## src/rtl/fir_pkg.sv

```systemverilog
// Types and constants shared by the FIR output path.
// The FIR output stage imports this package.
package fir_pkg;

    localparam int FIR_DATA_WIDTH = 24;

    typedef enum logic [1:0] {
        S_IDLE  = 2'd0,
        S_SHIFT = 2'd1,
        S_GAP   = 2'd2
    } ser_state_t;

endpackage

```

## src/rtl/fir_word_fifo.sv

```systemverilog
// Small synchronous FIFO that holds parallel FIR words ahead of the serializer.
// Full and empty are derived from a level counter, which keeps them free of pointer-compare ambiguity.
module fir_word_fifo
    import fir_pkg::*;
#(
    parameter int DATA_WIDTH = FIR_DATA_WIDTH,
    parameter int FIFO_DEPTH = 4
) (
    input  logic                        i_clk,
    input  logic                        i_rst_n,
    input  logic                        i_en,
    input  logic                        i_push,
    input  logic                        i_pop,
    input  logic [DATA_WIDTH-1:0]       i_data,
    output logic [DATA_WIDTH-1:0]       o_data,
    output logic                        o_full,
    output logic                        o_empty,
    output logic [$clog2(FIFO_DEPTH):0] o_level
);

    localparam int ADDR_W = $clog2(FIFO_DEPTH);
    localparam int LVL_W  = ADDR_W + 1;

    logic [DATA_WIDTH-1:0] mem_r [FIFO_DEPTH];
    logic [ADDR_W-1:0]     wr_ptr_r;
    logic [ADDR_W-1:0]     rd_ptr_r;
    logic [LVL_W-1:0]      level_r;
    logic                  do_push_s;
    logic                  do_pop_s;

    assign o_full    = (level_r == LVL_W'(FIFO_DEPTH));
    assign o_empty   = (level_r == LVL_W'(0));
    assign o_level   = level_r;
    assign o_data    = mem_r[rd_ptr_r];
    assign do_push_s = i_rst_n & i_en & i_push & ~o_full;
    assign do_pop_s  = i_rst_n & i_en & i_pop & ~o_empty;

    // Word storage, written only on an accepted push.
    always_ff @(posedge i_clk) begin
        if (do_push_s) begin
            mem_r[wr_ptr_r] <= i_data;
        end
    end

    // Pointer and occupancy bookkeeping; pointers wrap naturally at FIFO_DEPTH.
    always_ff @(posedge i_clk) begin
        if (!i_rst_n) begin
            wr_ptr_r <= ADDR_W'(0);
            rd_ptr_r <= ADDR_W'(0);
            level_r  <= LVL_W'(0);
        end else begin
            if (do_push_s) begin
                wr_ptr_r <= wr_ptr_r + ADDR_W'(1);
            end
            if (do_pop_s) begin
                rd_ptr_r <= rd_ptr_r + ADDR_W'(1);
            end
            case ({do_push_s, do_pop_s})
                2'b10:   level_r <= level_r + LVL_W'(1);
                2'b01:   level_r <= level_r - LVL_W'(1);
                default: level_r <= level_r;
            endcase
        end
    end

endmodule

```

## src/rtl/fir_out_serializer.sv

```systemverilog
// FIR output stage: buffers parallel result words and shifts each one out LSB first.
// o_dout_valid frames each word and drops for at least GAP_CYCLES between words.
module fir_out_serializer
    import fir_pkg::*;
#(
    parameter int DATA_WIDTH = FIR_DATA_WIDTH,
    parameter int FIFO_DEPTH = 4,
    parameter int GAP_CYCLES = 1
) (
    input  logic                  i_clk,
    input  logic                  i_rst_n,
    input  logic                  i_en,
    input  logic [DATA_WIDTH-1:0] i_word,
    input  logic                  i_word_valid,
    output logic                  o_word_ready,
    input  logic                  i_ready,
    output logic                  o_dout,
    output logic                  o_dout_valid
);

    localparam int CNT_W = $clog2(DATA_WIDTH);
    localparam int GAP_W = (GAP_CYCLES > 1) ? $clog2(GAP_CYCLES) : 1;
    localparam logic [CNT_W-1:0] CNT_LAST = CNT_W'(DATA_WIDTH - 1);
    localparam logic [GAP_W-1:0] GAP_LAST = GAP_W'(GAP_CYCLES - 1);

    ser_state_t            state_r, state_s;
    logic [DATA_WIDTH-1:0] sr_r, sr_s;
    logic [CNT_W-1:0]      cnt_r, cnt_s;
    logic [GAP_W-1:0]      gap_cnt_r, gap_cnt_s;
    logic                  dout_r, dout_s;
    logic                  dout_valid_r, dout_valid_s;
    logic                  push_s;
    logic                  pop_s;
    logic                  fifo_full_s;
    logic                  fifo_empty_s;
    logic [DATA_WIDTH-1:0] fifo_head_s;
    logic [$clog2(FIFO_DEPTH):0] unused_level_s;

    // Readiness uses the registered full flag, so a same-cycle pop never frees a slot early.
    assign o_word_ready = i_rst_n & i_en & ~fifo_full_s;
    assign push_s       = i_word_valid & o_word_ready;
    assign o_dout       = dout_r;
    assign o_dout_valid = dout_valid_r;

    fir_word_fifo #(
        .DATA_WIDTH (DATA_WIDTH),
        .FIFO_DEPTH (FIFO_DEPTH)
    ) u_fifo (
        .i_clk   (i_clk),
        .i_rst_n (i_rst_n),
        .i_en    (i_en),
        .i_push  (push_s),
        .i_pop   (pop_s),
        .i_data  (i_word),
        .o_data  (fifo_head_s),
        .o_full  (fifo_full_s),
        .o_empty (fifo_empty_s),
        .o_level (unused_level_s)
    );

    // Next-state and next-output logic; everything holds while i_en is low.
    always_comb begin
        state_s      = state_r;
        sr_s         = sr_r;
        cnt_s        = cnt_r;
        gap_cnt_s    = gap_cnt_r;
        dout_s       = dout_r;
        dout_valid_s = dout_valid_r;
        pop_s        = 1'b0;
        if (i_en) begin
            case (state_r)
                S_IDLE: begin
                    if (!fifo_empty_s) begin
                        pop_s        = 1'b1;
                        sr_s         = fifo_head_s;
                        cnt_s        = CNT_W'(0);
                        dout_s       = fifo_head_s[0];
                        dout_valid_s = 1'b1;
                        state_s      = S_SHIFT;
                    end else begin
                        dout_s       = 1'b0;
                        dout_valid_s = 1'b0;
                    end
                end
                S_SHIFT: begin
                    if (i_ready && (cnt_r == CNT_LAST)) begin
                        gap_cnt_s    = GAP_W'(0);
                        dout_s       = 1'b0;
                        dout_valid_s = 1'b0;
                        state_s      = S_GAP;
                    end else if (i_ready) begin
                        sr_s         = {1'b0, sr_r[DATA_WIDTH-1:1]};
                        cnt_s        = cnt_r + CNT_W'(1);
                        dout_s       = sr_r[1];
                        dout_valid_s = 1'b1;
                    end else begin
                        dout_s       = sr_r[0];
                        dout_valid_s = 1'b1;
                    end
                end
                S_GAP: begin
                    dout_s       = 1'b0;
                    dout_valid_s = 1'b0;
                    if (gap_cnt_r == GAP_LAST) begin
                        state_s = S_IDLE;
                    end else begin
                        gap_cnt_s = gap_cnt_r + GAP_W'(1);
                    end
                end
                default: begin
                    dout_s       = 1'b0;
                    dout_valid_s = 1'b0;
                    state_s      = S_IDLE;
                end
            endcase
        end else begin
            state_s = state_r;
        end
    end

    // State, datapath and output registers; reset discards any partial word.
    always_ff @(posedge i_clk) begin
        if (!i_rst_n) begin
            state_r      <= S_IDLE;
            sr_r         <= DATA_WIDTH'(0);
            cnt_r        <= CNT_W'(0);
            gap_cnt_r    <= GAP_W'(0);
            dout_r       <= 1'b0;
            dout_valid_r <= 1'b0;
        end else begin
            state_r      <= state_s;
            sr_r         <= sr_s;
            cnt_r        <= cnt_s;
            gap_cnt_r    <= gap_cnt_s;
            dout_r       <= dout_s;
            dout_valid_r <= dout_valid_s;
        end
    end

endmodule

```

## config.mk

```make
export PLATFORM = sky130hd
export DESIGN_NAME = fir_out_serializer
export DESIGN_NICKNAME = d
export VERILOG_FILES = /design/src/rtl/fir_pkg.sv /design/src/rtl/fir_word_fifo.sv /design/src/rtl/fir_out_serializer.sv
export SDC_FILE = /design/constraint.sdc
export NUM_CORES = 1
export LEC_CHECK = 0
export BUFFER_PORTS_ARGS = -buffer_cell sky130_fd_sc_hd__buf_2
export CAP_MARGIN = 5
export CELL_PAD_IN_SITES_DETAIL_PLACEMENT = 1
export CELL_PAD_IN_SITES_GLOBAL_PLACEMENT = 1
export CORE_ASPECT_RATIO = 1.1
export CORE_UTILIZATION = 54
export CTS_CLUSTER_DIAMETER = 40
export DETAILED_ROUTE_END_ITERATION = 8
export HOLD_SLACK_MARGIN = 0.08
export PLACE_DENSITY_LB_ADDON = 0.15
export SLEW_MARGIN = 10
export SYNTH_ARGS = -nofsm -noshare
export SYNTH_HDL_FRONTEND = slang
export SYNTH_SLANG_ARGS = --single-unit
```

## constraint.sdc

```tcl
create_clock -name i_clk -period 4.8 [get_ports i_clk]
set_clock_uncertainty 0.2 [all_clocks]
set_input_delay 1.2 -clock i_clk [delete_from_list [all_inputs] [get_ports i_clk]]
set_output_delay 1.2 -clock i_clk [all_outputs]
set_load 0.1 [all_outputs]
```

==> results.toml <==
[run_status]
outcome = "finished clean"

[logic_synthesis]
synth_xor_area_share_pct = 0.777
syn_avg_cell_area_um2 = 13.5
netlist_instances = 417
ys_seq_elements = 138
synth_edf_count = 96
synth_ff_type = "edfxtp_1"
ys_types = 44
synth_top_family_by_area = "compound AO/OA/AOI/OAI gates"
netlist_area_um2 = 5640
yosys-top-cells-area = "edfxtp_1 51%, dfxtp_1 15%, mux2_2 4.6%"
synthMuxAreaShare_pct = 9.47
synthesis.nets = 453
yosys.area_share.simple_pct = 8.79
synth_fa_ha_area_share_pct = 1.69
synth.most_common_cell = "edfxtp_1"
netlist.area_leader.share_pct = 51.1
synth_top_area_cell = "edfxtp_1"
ys_seq_area_share_pct = 66.0
async_flop_share_pct = 0
ys_warn_count = 0
synth_compound_area_share_pct = 10.0
synthTopCellsByCount = "96 x edfxtp_1, 42 x dfxtp_1, 27 x nand3_1"

[routing]
routed_wl_mm = 12.3
dr.first_iter.drc_count = 187
drc = 0
via_per_inst = 5.98
first_pass_iters = 4
wire_per_inst_um = 21.2
postRouteAntennaNets = 0
via_count = 3471

[timing]
report.final.hold_viol_count = 0
relSlewSlack_pct = 22.1
period_share_pct = 70.8
rsz0062_at_grt = "false"
slew_violations = 0
min_period_ns = 3.40
holdWs_ns = 0.306
tightest_slew_ns = 1.17
setup_viol = 0
fmax_ghz = 0.294
fin_setup_tns_ns = 0

[setup_path]
crit_chain = "buf_2 > nand2_1 > a21oi_1 > buf_2"
worst_path_max_delay_cell = "buf_2"
rrSetupSlack_ns = 2.13
cpMostUsedCell = "buf_2"
start_kind = "input pin"
cp_max_fo = 8
critPathMaxStageDelay_ns = 0.43
critical_path_class = "input pin to primary output"
cp.arrival_ns = 2.00
endpoint_kind = "primary output"
worstPathRequired_ns = 3.40

[flow_run]
maxCapViolations = 0

[global_route]
grt_pass1_vias = 3758
track_usage_pct = 24.8
grt-ovfl-total = 0
antenna_found_initial = 0
grt_max_degree = 50
grt_pass1_wl_mm = 19.5

[clocking]
clock_sinks = 138
cts_root_buf = "clkbuf_8"
cts_tree = "done"
cts_resized = 0
cts_max_level = 4
clockBufferDepth = 2
path_clk_slew_ns = 0.06
cts_hold_buf = 0
cts_setup_buffers = 0
cts_made_buffers = 17
clk_latency_ns = 0.54

[placed_design]
place_hpwl_mm = 7.33
gp_congestion = 0.741
port_buffers = 31

[die]
row_count = 38
initial_core_util_pct = 56.5
die_width_um = 99.4
die_area_um2 = 10900
pin_count = 32
die_y_um = 109
core_um2 = 9980

[finish]
drive_above_1_share_pct = 22.4
antennaDiodeCount = 0
fin_nets = 483
n_fill_cell = 977
areaGrowthSynthToFinish_pct = 14.4

[power_and_ir_drop]
leakagePower_nw = 2.16
peakVddDrop_mv = 0.308
p_per_area_nw_per_um2 = 425

[min_path]
min_path_type = "flip-flop to flip-flop"
## cells by family (layout without fill, tap and decap cells)
logic type,count (synthesis),after routing
DFF,138,138
AOI/OAI and AO/OA,91,91
and+or+nand+nor,90,90
muxes,48,48
buffers and inverters,38,81
adders and majority gates,7,7
xor gates and xnor gates,5,5
## through the flow
| step | std cells | utilization [%] | worst slack [ns] | total power, mW | instance area (µm²) |
|---|---|---|---|---|---|
| 6_report | 580 | 64.6 | 1.40 | 2.74 | 6450 |
| 5_1_grt | 580 | 64.6 | 1.36 | 2.82 | 6450 |
| 4_1_cts | 580 | 64.6 | 1.40 | 2.76 | 6450 |
| 3_5_place_dp | 548 | 59.0 | 1.18 | 1.53 | 5890 |
| 3_3_place_gp | 548 | 59.0 | 1.28 | 1.52 | 5890 |
| 2_1_floorplan | 417 | - | 0.499 | 1.47 | 5640 |
## sequential cells by signal (all words and copies together) (netlist names), named ones only
register,cells
state_r,2
sr_r,24
o_dout_valid,1
u_fifo.rd_ptr_r,2
u_fifo.wr_ptr_r,2
o_dout,1
u_fifo.o_level,3
cnt_r,5
u_fifo.mem_r,96
## per-layer routing
metal / global-route usage [%] / wire length [µm]
met1: 29.3 / 5280
met2: 42.7 / 6370
met3: 6.09 / 395
met4: 11.7 / 259
met5: 0 / 0
## power breakdown
part | leakage [nW] | switching [mW] | internal [mW] | total, mW
logic | 0.680 | 0.111 | 0.0625 | 0.173
clock network | 0.268 | 0.486 | 0.751 | 1.24
registers | 1.21 | 0.0265 | 1.31 | 1.33
## worst max-delay path, delay by kind of cell
family / cells / cell delay, ns
buffers and inverters: 2 / 0.58
and+or+nand+nor: 1 / 0.10
AOI/OAI and AO/OA: 1 / 0.11
## final timing paths
kind,start,endpoint,cells after the start
setup / recovery,i_en,o_word_ready,4
hold / removal,cnt_r[1],cnt_r[1],2
setup reg to reg,u_fifo.o_level[0],u_fifo.mem_r[2][22],4
hold reg to reg,cnt_r[1],cnt_r[1],2
## cells in the final DEF, fill, tap and decap left out, types with 3 or more instances in the layout
master       n
dfxtp_1     41
clkinv_4     3
nand2b_1     3
edfxtp_1    96
inv_1        8
and2_1      12
ha_1         6
clkbuf_16   16
nor3_1      24
buf_4        7
clkinv_2     3
a21boi_1     3
nand3_1     27
a31oi_1     23
mux2i_1     23
nand2_1     10
xnor2_1      3
clkbuf_1     3
mux2_2      23
a21oi_1     26
buf_2       31
clkinvlp_4   3
o22ai_1      3
o21ai_1     25
## layout make-up
| class | count | area (µm²) | share of cell area, % |
|---|---|---|---|
| multi-input cells | 241 | 1730 | 26.9 |
| well taps | 120 | 150 | 2.33 |
| clock inverters | 11 | 124 | 1.92 |
| inverters | 9 | 33.8 | 0.524 |
| repair buffers | 40 | 248 | 3.84 |
| clock buffers | 21 | 439 | 6.81 |
| flip-flops and latches | 138 | 3720 | 57.7 |
Note: power is estimated with default switching activity, not from simulation.
